**src/rtl/mega_mul_iter_pkg.sv**
```systemverilog
// Shared encodings for the iterative MEGA multiplier.
// Fractional support is controlled by MEGA_MUL_FMUL_EN.
package mega_mul_iter_pkg;

  localparam logic [1:0] MUL_MODE_UU = 2'b00;
  localparam logic [1:0] MUL_MODE_SU = 2'b01;
  localparam logic [1:0] MUL_MODE_SS = 2'b10;
  localparam int MUL_MODE_FRAC = 2;

  localparam int FLAG_C = 0;
  localparam int FLAG_Z = 1;

  typedef enum logic [1:0] {
    ST_IDLE = 2'd0,
    ST_RUN  = 2'd1,
    ST_FIN  = 2'd2
  } mul_state_e;

endpackage

```
**src/rtl/mega_mul_step.sv**
```systemverilog
// One shift-add radix step of the iterative multiplier.
// Adds mcand times the low multiplier digit into the upper half.
module mega_mul_step #(
  parameter int WIDTH      = 8,
  parameter int RADIX_BITS = 1
) (
  input  logic [2*WIDTH:0]  acc_i,
  input  logic [WIDTH-1:0]  mcand_i,
  input  logic [WIDTH-1:0]  mplier_i,
  output logic [2*WIDTH:0]  acc_o,
  output logic [WIDTH-1:0]  mplier_o
);

  localparam int SW = WIDTH + RADIX_BITS + 1;

  logic [SW-1:0]                pp;
  logic [SW-1:0]                sum;
  logic [SW+WIDTH-1:0]          wide;

  always_comb begin
    pp = '0;
    for (int i = 0; i < RADIX_BITS; i++) begin
      if (mplier_i[i]) begin
        pp = pp + (SW'(mcand_i) << i);
      end
    end
    sum  = SW'(acc_i[2*WIDTH:WIDTH]) + pp;
    wide = {sum, acc_i[WIDTH-1:0]};
    acc_o    = wide[2*WIDTH+RADIX_BITS:RADIX_BITS];
    mplier_o = mplier_i >> RADIX_BITS;
  end

endmodule

```
**src/rtl/mega_mul_iter.sv**
```systemverilog
// Iterative sign-magnitude shift-add multiplier for MUL/MULS/MULSU/FMUL*.
// Define MEGA_MUL_FMUL_EN to honour mode[2] (fractional result).
module mega_mul_iter
  import mega_mul_iter_pkg::*;
#(
  parameter int WIDTH      = 8,
  parameter int RADIX_BITS = 1
) (
  input  logic               clk,
  input  logic               rst,
  input  logic               start,
  input  logic [2:0]         mode,
  input  logic [WIDTH-1:0]   a,
  input  logic [WIDTH-1:0]   b,
  input  logic [7:0]         sreg_in,
  output logic               busy,
  output logic               done,
  output logic [2*WIDTH-1:0] result,
  output logic [7:0]         sreg_out
);

  localparam int N  = WIDTH / RADIX_BITS;
  localparam int CW = $clog2(N + 1);
  localparam int PW = 2 * WIDTH;

  mul_state_e         state_q;
  logic [CW-1:0]      cnt_q;
  logic [WIDTH-1:0]   mcand_q;
  logic [WIDTH-1:0]   mplier_q;
  logic [PW:0]        acc_q;
  logic               neg_q;
  logic [7:0]         sreg_q;
  logic               busy_q;
  logic               done_q;
  logic [PW-1:0]      result_q;
  logic [7:0]         sreg_out_q;

  logic               sa_d;
  logic               sb_d;
  logic [WIDTH-1:0]   mag_a_d;
  logic [WIDTH-1:0]   mag_b_d;
  logic               neg_d;
  logic [PW-1:0]      p_d;
  logic [PW-1:0]      res_d;
  logic [7:0]         sreg_d;
  logic [PW:0]        acc_nx;
  logic [WIDTH-1:0]   mplier_nx;

`ifdef MEGA_MUL_FMUL_EN
  logic               frac_q;
`else
  logic               unused_frac;
  assign unused_frac = mode[MUL_MODE_FRAC];
`endif

  mega_mul_step #(
    .WIDTH      (WIDTH),
    .RADIX_BITS (RADIX_BITS)
  ) u_step (
    .acc_i    (acc_q),
    .mcand_i  (mcand_q),
    .mplier_i (mplier_q),
    .acc_o    (acc_nx),
    .mplier_o (mplier_nx)
  );

  always_comb begin
    sa_d = (mode[1:0] == MUL_MODE_SU) ||
           (mode[1:0] == MUL_MODE_SS);
    sb_d = (mode[1:0] == MUL_MODE_SS);
    mag_a_d = (sa_d && a[WIDTH-1]) ? -a : a;
    mag_b_d = (sb_d && b[WIDTH-1]) ? -b : b;
    neg_d = (sa_d & a[WIDTH-1]) ^ (sb_d & b[WIDTH-1]);
    p_d = neg_q ? -acc_q[PW-1:0] : acc_q[PW-1:0];
`ifdef MEGA_MUL_FMUL_EN
    res_d = frac_q ? {p_d[PW-2:0], 1'b0} : p_d;
`else
    res_d = p_d;
`endif
    sreg_d = sreg_q;
    sreg_d[FLAG_C] = p_d[PW-1];
    sreg_d[FLAG_Z] = (res_d == '0);
  end

  always_ff @(posedge clk) begin
    if (rst) begin
      state_q    <= ST_IDLE;
      cnt_q      <= '0;
      mcand_q    <= '0;
      mplier_q   <= '0;
      acc_q      <= '0;
      neg_q      <= 1'b0;
      sreg_q     <= '0;
      busy_q     <= 1'b0;
      done_q     <= 1'b0;
      result_q   <= '0;
      sreg_out_q <= '0;
`ifdef MEGA_MUL_FMUL_EN
      frac_q     <= 1'b0;
`endif
    end else begin
      unique case (state_q)
        ST_IDLE: begin
          done_q <= 1'b0;
          if (start) begin
            mcand_q  <= mag_a_d;
            mplier_q <= mag_b_d;
            neg_q    <= neg_d;
            sreg_q   <= sreg_in;
            acc_q    <= '0;
            cnt_q    <= CW'(N);
            busy_q   <= 1'b1;
            state_q  <= ST_RUN;
`ifdef MEGA_MUL_FMUL_EN
            frac_q   <= mode[MUL_MODE_FRAC];
`endif
          end
        end
        ST_RUN: begin
          acc_q    <= acc_nx;
          mplier_q <= mplier_nx;
          cnt_q    <= cnt_q - CW'(1);
          if (cnt_q == CW'(1)) begin
            state_q <= ST_FIN;
          end
        end
        ST_FIN: begin
          result_q   <= res_d;
          sreg_out_q <= sreg_d;
          done_q     <= 1'b1;
          busy_q     <= 1'b0;
          state_q    <= ST_IDLE;
        end
        default: state_q <= ST_IDLE;
      endcase
    end
  end

  assign busy     = busy_q;
  assign done     = done_q;
  assign result   = result_q;
  assign sreg_out = sreg_out_q;

endmodule

```
**config.mk**
```make
export PLATFORM = sky130hd
export DESIGN_NAME = mega_mul_iter
export DESIGN_NICKNAME = d
export VERILOG_FILES = /design/src/rtl/mega_mul_iter_pkg.sv /design/src/rtl/mega_mul_step.sv /design/src/rtl/mega_mul_iter.sv
export SDC_FILE = /design/constraint.sdc
export NUM_CORES = 1
export LEC_CHECK = 0
export BUFFER_PORTS_ARGS = -buffer_cell sky130_fd_sc_hd__buf_2
export CORE_MARGIN = 4
export CORE_UTILIZATION = 47
export CTS_BUF_LIST = sky130_fd_sc_hd__clkbuf_4 sky130_fd_sc_hd__clkbuf_8
export DETAILED_ROUTE_END_ITERATION = 7
export GPL_TIMING_DRIVEN = 0
export PLACE_DENSITY_LB_ADDON = 0.2
export SLEW_MARGIN = 40
export SYNTH_ARGS = -nofsm -noshare
export SYNTH_HDL_FRONTEND = slang
export SYNTH_SLANG_ARGS = --single-unit
```
**constraint.sdc**
```tcl
create_clock -name clk -period 2.55 [get_ports clk]
set_input_delay 0.3825 -clock clk [delete_from_list [all_inputs] [get_ports clk]]
set_output_delay 0.3825 -clock clk [all_outputs]
set_load 0.01 [all_outputs]
```
# == Word level (Yosys, flattened, before mapping) ==
# Cells that the tools add are included.
# classes
n_eq_ne,7
reduce_logical,11
muxes,16
addsub,5
n_bitwise,3
# op_table
cell,n
17-bit one-hot mux with 2 select lines,1
8-bit 2-to-1 mux,4
17-bit 2-to-1 mux,1
16-bit logical NOT,1
16-bit 2-to-1 mux,1
16-bit negation,1
8-bit negation,2
8-bit one-hot mux with 2 select lines,1
9-bit by 10-bit adder with 10-bit output,1
4-bit one-hot mux with 2 select lines,1
2-bit AND reduction,4
"2-bit by 1-bit == test with 1-bit output, second input constant",2
"2-bit == test, second input constant",2
"4-bit by 1-bit == test with 1-bit output, second input constant",1
2-bit 2-to-1 mux,2
4-bit 2-to-1 mux,1
"2-bit inequality test, second input constant",2
1-bit one-hot mux with 2 select lines,2
2-bit one-hot mux with 2 select lines,1
2-bit nonzero test,2
"4-bit by 1-bit subtractor with 4-bit output, second input constant",1
1-bit bitwise AND,2
1-bit logical AND,2
2-bit logical NOT,1
3 further kinds,3
# word_totals
output_inout_bits,26
in_bits,30
wordCells,53
reg_bits,74

# == Logic depth before layout (Yosys ltp) ==
# Gate-level depths: netlist (run 1).
# depth
word_depth,5
ltp_mapped,11
depth_no_buf,11

# == By module ==
# From an unflattened synthesis (run 1), not the netlist that was laid out.
# hier_totals
hier_cells,456
area_unflattened_um2,3831.2
# by_module_without_submodules
module,seq_area_each_um2,area_each_um2,cells_per_inst,instances
mega_mul_iter,1421.4,3313.2,386,1
mega_mul_step,0.0,518.0,70,1

# == Worst setup path before layout (run 1) ==
# OpenSTA, ideal clock, no wires.
# synth_timing
path_type,register to register
startpoint,register mplier_q[0]
endpoint,register acc_q[15]
setup_time_ps,117
setup_slack_ps,320
t_required_ps,2433
synth_period_minus_slack_ps,2230
t_arrival_ps,2112
path_buffers,0
stages_incl_launch_ff,12
cell_sequence,dfxtp_1 and2_1 ha_1 inv_1 fa_1 nor2b_1 o21ai_0 a21oi_1 o211ai_1 a21boi_0 o21ai_0 a32o_1
# synth_via
elab_chain_len,3
# synth_rtl
element,line_no,rtl
start: declaration,mega_mul_iter.sv:29,logic [WIDTH-1:0] mplier_q;
start signal: assignment,mega_mul_iter.sv:107,mplier_q <= mag_b_d;
start signal: assignment,mega_mul_iter.sv:121,mplier_q <= mplier_nx;
8-bit 2-to-1 mux,mega_mul_step.sv:23,if (mplier_i[i]) begin
9-bit by 10-bit adder with 10-bit output,mega_mul_step.sv:27,sum = SW'(acc_i[2*WIDTH:WIDTH]) + pp;
17-bit one-hot mux with 2 select lines,mega_mul_iter.sv:102,unique case (state_q)
end signal: assignment,mega_mul_iter.sv:120,acc_q <= acc_nx;
end: declaration,mega_mul_iter.sv:30,logic [PW:0] acc_q;
# No other way between the ends.
# A chain may end at the register's enable or synchronous reset.

# == Final worst setup path (run 1) ==
# layout_timing
startpoint,register acc_q[9]
endpoint,"register sreg_out_q[1], in the netlist sreg_out[1]"
# layout_via
elab_chain_len,3
# layout_rtl
element,line_no,rtl
16-bit negation,mega_mul_iter.sv:74,p_d = neg_q ? -acc_q[PW-1:0] : acc_q[PW-1:0];
16-bit 2-to-1 mux *,mega_mul_iter.sv:74,
16-bit logical NOT *,mega_mul_iter.sv:82,sreg_d[FLAG_Z] = (res_d == '0);
end signal: assignment,mega_mul_iter.sv:129,sreg_out_q <= sreg_d;
end: declaration,mega_mul_iter.sv:36,logic [7:0] sreg_out_q;
# Mark *: on every way between the ends. The rest lies on a longest branch, timed or not.

==> results.cfg, run 1 <==
[cts]
ctsRootBufferMaster = clkbuf_8
clk_latency_ps = 350
cts.sinks = 71
cts_tree = built
clk_path_buf_depth = 2
postCtsHoldBufs = 0
cts_buffers = 9
clk_pin_slew_ps = 80
cts_max_level = 3

[critical_path]
endpoint_kind = register
crit-reg2reg-launch = acc_q[9]
setup.worst_path.start_class = register
max_stage_delay_ps = 440
cp.depth = 7
critPathKind = reg2reg
r2r_cells = 7
required_ps = 2830
crit_arrival_ps = 2650
critPathBufInv = 0
crit_family = simple AND/OR/NAND/NOR gates
reg2reg_to = sreg_out[1]
cp_cell_sequence = or3_1 -> or4_1 -> or2_1 -> o41ai_2 -> xor2_1 -> nand3_1 -> o21ai_1
rrSetupSlack_ps = 180
slowest_stage = or4_1
endpoint = sreg_out[1]
cp_max_fo = 8
cp-startpoint = acc_q[9]

[grt]
grt_pass1_vias = 3057
grt.overflow.total = 0
antenna_found_initial = 0
grt_pass1_wl_um = 13900
grt_max_degree = 12
track_usage_pct = 19.8

[synth]
avgSynthCellArea_um2 = 8.07
synth_cell_types = 50
syn_nets = 487
synthFlopType = dfxtp_1
netlist_area_mm2 = 0.00356
syn_inst = 441
ys_warn_count = 0
synth_seq_cells = 71
ys_seq_area_share_pct = 39.9
yosys.area.top_type = dfxtp_1
synth_edf_count = 0
netlist.area_leader.share_pct = 39.9
async_flop_share_pct = 0
synth.area.top_cells = dfxtp_1 40%, nand2_1 6.2%, a21oi_1 5.9%, ha_1 5.3%, nor2_1 5.0%

[floorplan]
dieArea_mm2 = 0.00903
die_h_um = 95.0
core_area_mm2 = 0.00729
row_count = 31
die_w_um = 95.0
initial_core_util_pct = 48.8
io_pins = 56

[pwr]
comb_power_share_pct = 11.9
ir_drop_mv = 0.209
p_int_mw = 1.62
power_density_mw_per_mm2 = 541
clkPwrFrac_pct = 35.0
power_frac_seq_pct = 53.0
swShare_pct = 27.5
p_leak_nw = 1.73
p_switching_uw = 612
power_mw = 2.23

[cells_and_area]
drive_gt1_share_pct = 14.7
n_fill_cell = 759
fin_area_mm2 = 0.00412
area_growth_pct = 15.7
fin_nets = 550
num_antenna_cells = 0
final_cells = 608

[sta]
layout_min_cycle_time_ps = 2370
maxSlewHeadroom_pct = 48.0
skew_ps = 7.84
tightest_slew_ps = 773
rsz0062_at_grt = no
holdWs_ps = 268
finalCritPeriodShare_pct = 92.9
maxSlewViolCount = 0
fmax_mhz = 422
finalHoldViolCount = 0
setup_violations = 0

[routing]
drt_first_pass_iters = 4
vias = 3231
routedWlPerCell_um = 14.0
wl_um = 8520
viasPerCell = 5.31
drt_iter0_drc = 152
ant_nets = 0
drc = 0

[placement]
portBuffers = 51
gp_congestion = 0.875
place_area_mm2 = 0.00394
dp_hpwl_um = 6420
dpl.cell_count = 591

[outcome]
status = finished clean

[worst_hold_path]
hold_class = in2reg

[run]
max_cap_viol_count = 0
## final cells by class
class	count	area, um^2	area share [%]
Buffer	26	101	2.46
Sequential cell	71	1430	34.6
Clock buffer	11	139	3.37
Tap cell	99	124	3.01
Inverter	17	63.8	1.55
Multi-Input combinational cell	327	1980	48.0
Clock inverter	5	25.0	0.607
Timing Repair Buffer	52	263	6.38
## layout by cell type (no fill, tap or decap), drive strengths merged, types with 7 or more instances in the layout
master / Yosys / final
nand3: 11 / 11
inv: 17 / 17
nor3: 11 / 11
xor2: 17 / 17
xnor2: 7 / 7
buf: 2 / 54
a22o: 7 / 7
a211oi: 17 / 17
o21ai: 18 / 18
and2: 7 / 7
a21oi: 42 / 42
nand2: 59 / 59
ha: 15 / 15
dfxtp: 71 / 71
clkbuf: 24 / 35
or3: 7 / 7
nor2: 47 / 47
## worst reg2reg max path, cell delays in order (launching register included)
cell     delay (ps)
dfxtp_1         390
or3_1           420
or4_1           440
or2_1           250
o41ai_2         300
xor2_1          240
nand3_1         100
o21ai_1         140
## cell families after synthesis
family,after synthesis,synth area share [%]
flops,71,39.9
xor+xnor,24,5.90
mux,3,0.843
buf+inv,43,4.64
fa+ha+maj,16,5.83
compound gates,117,21.3
simple gates,167,21.6
## routing by layer
layer  global-route usage [%]  wire length, um
met1                     24.4             3870
met2                     34.1             4060
met3                     3.16              395
met4                     8.89              201
met5                        0                0
## state kept, by name, summed over array words and instances, names as in the netlist, 2 cells and up
register	flops
mcand_q	8
result	15
sreg_out	8
mplier_q	8
cnt_q	4
sreg_q	6
state_q	2
acc_q	17
## synth_stat cells (11+ instances only)
library cell   n
nand3_1       11
a21oi_1       42
dfxtp_1       71
a211oi_1      17
nor3_1        11
o21ai_0       17
inv_1         17
nand2_1       59
clkbuf_1      24
nor2_1        47
xor2_1        17
ha_1          15
## through the flow
stage | worst slack (ps) | utilization, % | setup TNS [ps]
floorplan | 320 | - | 0
global placement | 31.9 | 54.0 | 0
detailed placement | -29.4 | 54.0 | -29.4
CTS | 13.7 | 56.4 | 0
global route | 22.8 | 56.5 | 0
finish | 182 | 56.5 | 0
## worst min path at each step
stage	start	to	slack [ps]	cells past startpoint
3_5_place_dp	mcand_q[7]	mcand_q[7]	450	2
2_1_floorplan	mcand_q[6]	mcand_q[6]	430	2
4_1_cts	sreg_in[7]	sreg_q[7]	270	3
6_report	sreg_in[7]	sreg_q[7]	270	3
3_3_place_gp	mcand_q[6]	mcand_q[6]	440	2
5_1_grt	sreg_in[5]	sreg_q[5]	290	3
## what timing repair did
action / 4_1_cts / 5_1_grt
pin swaps: 1 / 1
endpoints found under the setup margin: 1 / 2
buffers inserted: 1 / 0
gates resized for setup: 0 / 5
## power by group through the flow
stage	Sequential (mW)	Clock (mW)	Combinational, mW
after CTS	1.18	0.790	0.268
final	1.18	0.780	0.266
after global placement	1.20	0	0.262
after detailed placement	1.21	0	0.267
after global routing	1.19	0.832	0.305
after floorplan	1.20	0	0.178
(Power assumes the default switching activity.)
==> run 2, diff against run 1 <==
Settings changed: GPL_TIMING_DRIVEN 0 to 1.
Clock period 2.55 ns to 2.61 ns, I/O delays scaled along.
==> run 2 against run 1 <==
Clock skew decreased by 3.8 ps. Maximum frequency is 0.66% higher. Final cell count is 2.8% lower. Die area did not move. Global-route usage shrank 2.7 points. Via count is 3.5% lower. Utilization down 0.36 points.
==> results.cfg, run 2 (synthesis results as in run 1) <==
[floorplan]
row_count = 31
die_w_um = 95.0
dieArea_mm2 = 0.00903
initial_core_util_pct = 48.8
io_pins = 56
core_area_mm2 = 0.00729
die_h_um = 95.0

[routing]
drc = 0
viasPerCell = 5.27
drt_first_pass_iters = 5
routedWlPerCell_um = 12.3
vias = 3117
drt_iter0_drc = 84
wl_um = 7300
ant_nets = 0

[cts]
cts_setup_buffers = 0
ctsRootBufferMaster = clkbuf_8
cts-resized-gates = 0
cts_tree = built
cts_buffers = 9
clk_path_buf_depth = 2
clk_latency_ps = 330
postCtsHoldBufs = 0
clk_pin_slew_ps = 70
cts.sinks = 71
cts_max_level = 3

[grt]
grt_max_degree = 40
track_usage_pct = 17.1
antenna_found_initial = 0
grt_pass1_vias = 2783
grt_pass1_wl_um = 12400
grt.overflow.total = 0

[run]
max_cap_viol_count = 0

[placement]
dp_hpwl_um = 5400
gp_congestion = 0.782
dpl.cell_count = 576
portBuffers = 52

[sta]
fmax_mhz = 425
finalSetupTns_ps = 0
rsz0062_at_grt = no
layout_min_cycle_time_ps = 2350
tightest_slew_ps = 805
finalHoldViolCount = 0
maxSlewHeadroom_pct = 46.2
holdWs_ps = 293
skew_ps = 4.01
finalCritPeriodShare_pct = 90.1
maxSlewViolCount = 0
setup_violations = 0

[pwr]
p_int_mw = 1.59
power_frac_seq_pct = 53.3
clkPwrFrac_pct = 35.2
p_switching_uw = 571
swShare_pct = 26.4
ir_drop_mv = 0.290
p_leak_nw = 1.74
power_density_mw_per_mm2 = 529
comb_power_share_pct = 11.5

[cells_and_area]
largest_register_ffs = 17
n_fill_cell = 724
final_cells = 591
final_cell_mix = 71 x dfxtp_1, 59 x nand2_1, 52 x buf_2
num_antenna_cells = 0
mostFrequentLayoutCell = dfxtp_1
area_growth_pct = 15.0
fin_nets = 534
drive_gt1_share_pct = 16.7
top_register = acc_q
seq_area_mm2 = 0.00142
final_util_pct = 56.1
multi_input_comb_area_mm2 = 0.00198

[critical_path]
cp_max_fo = 2
crit_arrival_ps = 2580
setup.worst_path.start_class = register
critPathKind = reg2reg
required_ps = 2840
endpoint_kind = register

[worst_hold_path]
hold_class = in2reg

[outcome]
status = finished clean
==> run 2: path summary, 6_finish.rpt <==
path                                   from           to  slack, ps  depth (start not counted)
worst max-delay path             mcand_q[0]    acc_q[15]        260                         11
worst min-delay path             sreg_in[5]    sreg_q[5]        290                          3
worst max register to register   mcand_q[0]    acc_q[15]        260                         11
worst min register to register  sreg_out[1]  sreg_out[1]        450                          2
==> run 2: area by class of cell <==
cell class	instances	area share (%)
inverters	17	1.56
flip-flops and latches	71	34.7
well taps	99	3.03
clock buffers	11	3.55
clock inverters	4	0.550
multi-input cells	327	48.4
repair buffers	62	8.19
==> run 2: critical path, stage by stage, from the launching register on <==
cell	delay (ps)
dfxtp_1	330
and2_1	150
ha_1	170
inv_1	50
fa_1	370
nor2b_1	160
o21ai_0	120
a21oi_1	200
o211ai_1	110
a21boi_0	210
o21ai_0	120
a32o_1	260
==> run 2: routing by layer <==
metal / GRT usage [%] / vias up / share of wire (%)
met5: 0 / - / 0
met3: 4.03 / 11 / 4.1
li1: - / 1643 / -
met1: 21.8 / 1404 / 49
met2: 28.7 / 59 / 45
met4: 5.17 / 0 / 1.5
==> run 2: stage by stage <==
| stage | total power [mW] | setup WS [ps] | area, um^2 |
|---|---|---|---|
| final | 2.17 | 258 | 4090 |
| after global routing | 2.27 | 0.166 | 4090 |
| after CTS | 2.19 | 272 | 4090 |
| after detailed placement | 1.43 | 294 | 3930 |
| after global placement | 1.42 | 321 | 3930 |
| after floorplan | 1.35 | 380 | 3560 |
==> run 2: power groups by stage <==
stage | clock network (mW) | registers, mW | logic (mW)
final | 0.762 | 1.15 | 0.250
after floorplan | 0 | 1.17 | 0.174
after detailed placement | 0 | 1.18 | 0.251
after global placement | 0 | 1.18 | 0.247
after global routing | 0.822 | 1.16 | 0.286
after CTS | 0.787 | 1.15 | 0.252
==> run 3, diff against run 2 <==
Settings changed: PLACE_DENSITY set to 0.78, PLACE_DENSITY_LB_ADDON 0.2 to unset.
==> run 3 against run 2 <==
Wire length up 4.0%. Sequential share of layout area down 0.15 points. Register-to-register slack worse by 50 ps. Utilization up 0.24 points. Final cell count down 0.17%. Via count up 2.7%. Critical path depth down 1. Combinational power about the same. Critical endpoint unchanged.
==> results.cfg, run 3 (synthesis results as in run 1) <==
[cells_and_area]
final_util_pct = 56.4
final_cell_mix = 71 x dfxtp_1, 59 x nand2_1, 52 x buf_2
largest_register_ffs = 17
area_growth_pct = 15.5
num_antenna_cells = 0
mostFrequentLayoutCell = dfxtp_1
drive_gt1_share_pct = 16.7
fin_nets = 533
top_register = acc_q

[sta]
finalHoldViolCount = 0
fmax_mhz = 417
layout_min_cycle_time_ps = 2400
holdWs_ps = 284
rsz0062_at_grt = no
fin_ws_ps = 212
finalSetupTns_ps = 0
skew_ps = 6.36
maxSlewViolCount = 0
finalCritPeriodShare_pct = 91.9
setup_violations = 0
maxSlewHeadroom_pct = 47.3
tightest_slew_ps = 788

[critical_path]
cp_common_cell = o21ai_0
slowest_stage = dfxtp_1
max_stage_delay_ps = 480
critPathKind = reg2reg
cp_cell_sequence = ha_1 -> inv_1 -> fa_1 -> nor2b_1 -> o21ai_0 -> a21oi_1 -> o211ai_1 -> a21boi_0 -> o21ai_0 -> a32o_1
crit_arrival_ps = 2630
endpoint_kind = register
crit-reg2reg-launch = acc_q[8]
required_ps = 2840
setup.worst_path.start_class = register
r2r_cells = 10
cp-startpoint = acc_q[8]
cp_max_fo = 8

[floorplan]
die_w_um = 95.0
dieArea_mm2 = 0.00903
io_pins = 56
initial_core_util_pct = 48.8
die_h_um = 95.0
row_count = 31
core_area_mm2 = 0.00729

[cts]
cts_buffers = 9
clk_path_buf_depth = 2
ctsRootBufferMaster = clkbuf_8
clk_latency_ps = 340
cts-resized-gates = 0
postCtsHoldBufs = 0
cts_max_level = 3
clk_pin_slew_ps = 70
cts.sinks = 71
cts_tree = built
cts_setup_buffers = 0

[pwr]
ir_drop_mv = 0.204
power_density_mw_per_mm2 = 542
p_leak_nw = 1.75
power_mw = 2.23

[routing]
drt_iter0_drc = 122
ant_nets = 0
drt_first_pass_iters = 4
drc = 0
routedWlPerCell_um = 12.9
viasPerCell = 5.43
wl_um = 7590
vias = 3202

[grt]
grt_pass1_vias = 2935
grt_pass1_wl_um = 12600
grt_max_degree = 37
track_usage_pct = 17.5
antenna_found_initial = 0
grt.overflow.total = 0

[placement]
dp_hpwl_um = 5580
portBuffers = 52
dp_slack_ps = 231
gp_congestion = 0.837

[run]
max_cap_viol_count = 0

[outcome]
status = finished clean

[worst_hold_path]
hold_class = in2reg
min-delay-start = sreg_in[5]
hold_depth = 3
==> run 3: worst paths after layout <==
check / endpoint / slack (ps)
worst max register to register: acc_q[15] / 210
worst max-delay path: acc_q[15] / 210
worst min register to register: sreg_out[7] / 450
worst min-delay path: sreg_q[5] / 280
==> run 3: stage by stage <==
step	cell area [um^2]	std cells
floorplan	3560	441
CTS	4110	590
global route	4110	590
finish	4110	590
global placement	3920	575
detailed placement	3920	575
==> run 3: worst max-delay path: cells and delay by family (launching register included) <==
kind	cells	cell delay, ps
buf+inv	1	50
flops	1	480
simple gates	1	170
compound gates	6	990
fa+ha+maj	2	600
==> run 3: layout make-up <==
cell class                      instances  area [um^2]
Multi-Input combinational cell        327         1990
Sequential cell                        71         1420
Clock buffer                           15          188
Inverter                               17         63.8
Timing Repair Buffer                   61          328
Tap cell                               99          124
Fill cell                             713         3180
==> run 3: per-layer routing <==
metal | wire length, um | global-route usage [%] | part of all wire [%] | vias up
met4 | 178 | 8.89 | 2.3 | 0
met3 | 330 | 2.76 | 4.3 | 15
met5 | 0 | 0 | 0 | -
met2 | 3540 | 29.8 | 47 | 70
li1 | - | - | - | 1638
met1 | 3540 | 21.4 | 47 | 1479
==> run 3: power breakdown <==
| group | switching [mW] | internal (mW) | total, mW |
|---|---|---|---|
| clock | 0.375 | 0.451 | 0.826 |
| sequential | 0.0279 | 1.13 | 1.15 |
| combinational | 0.153 | 0.0967 | 0.250 |
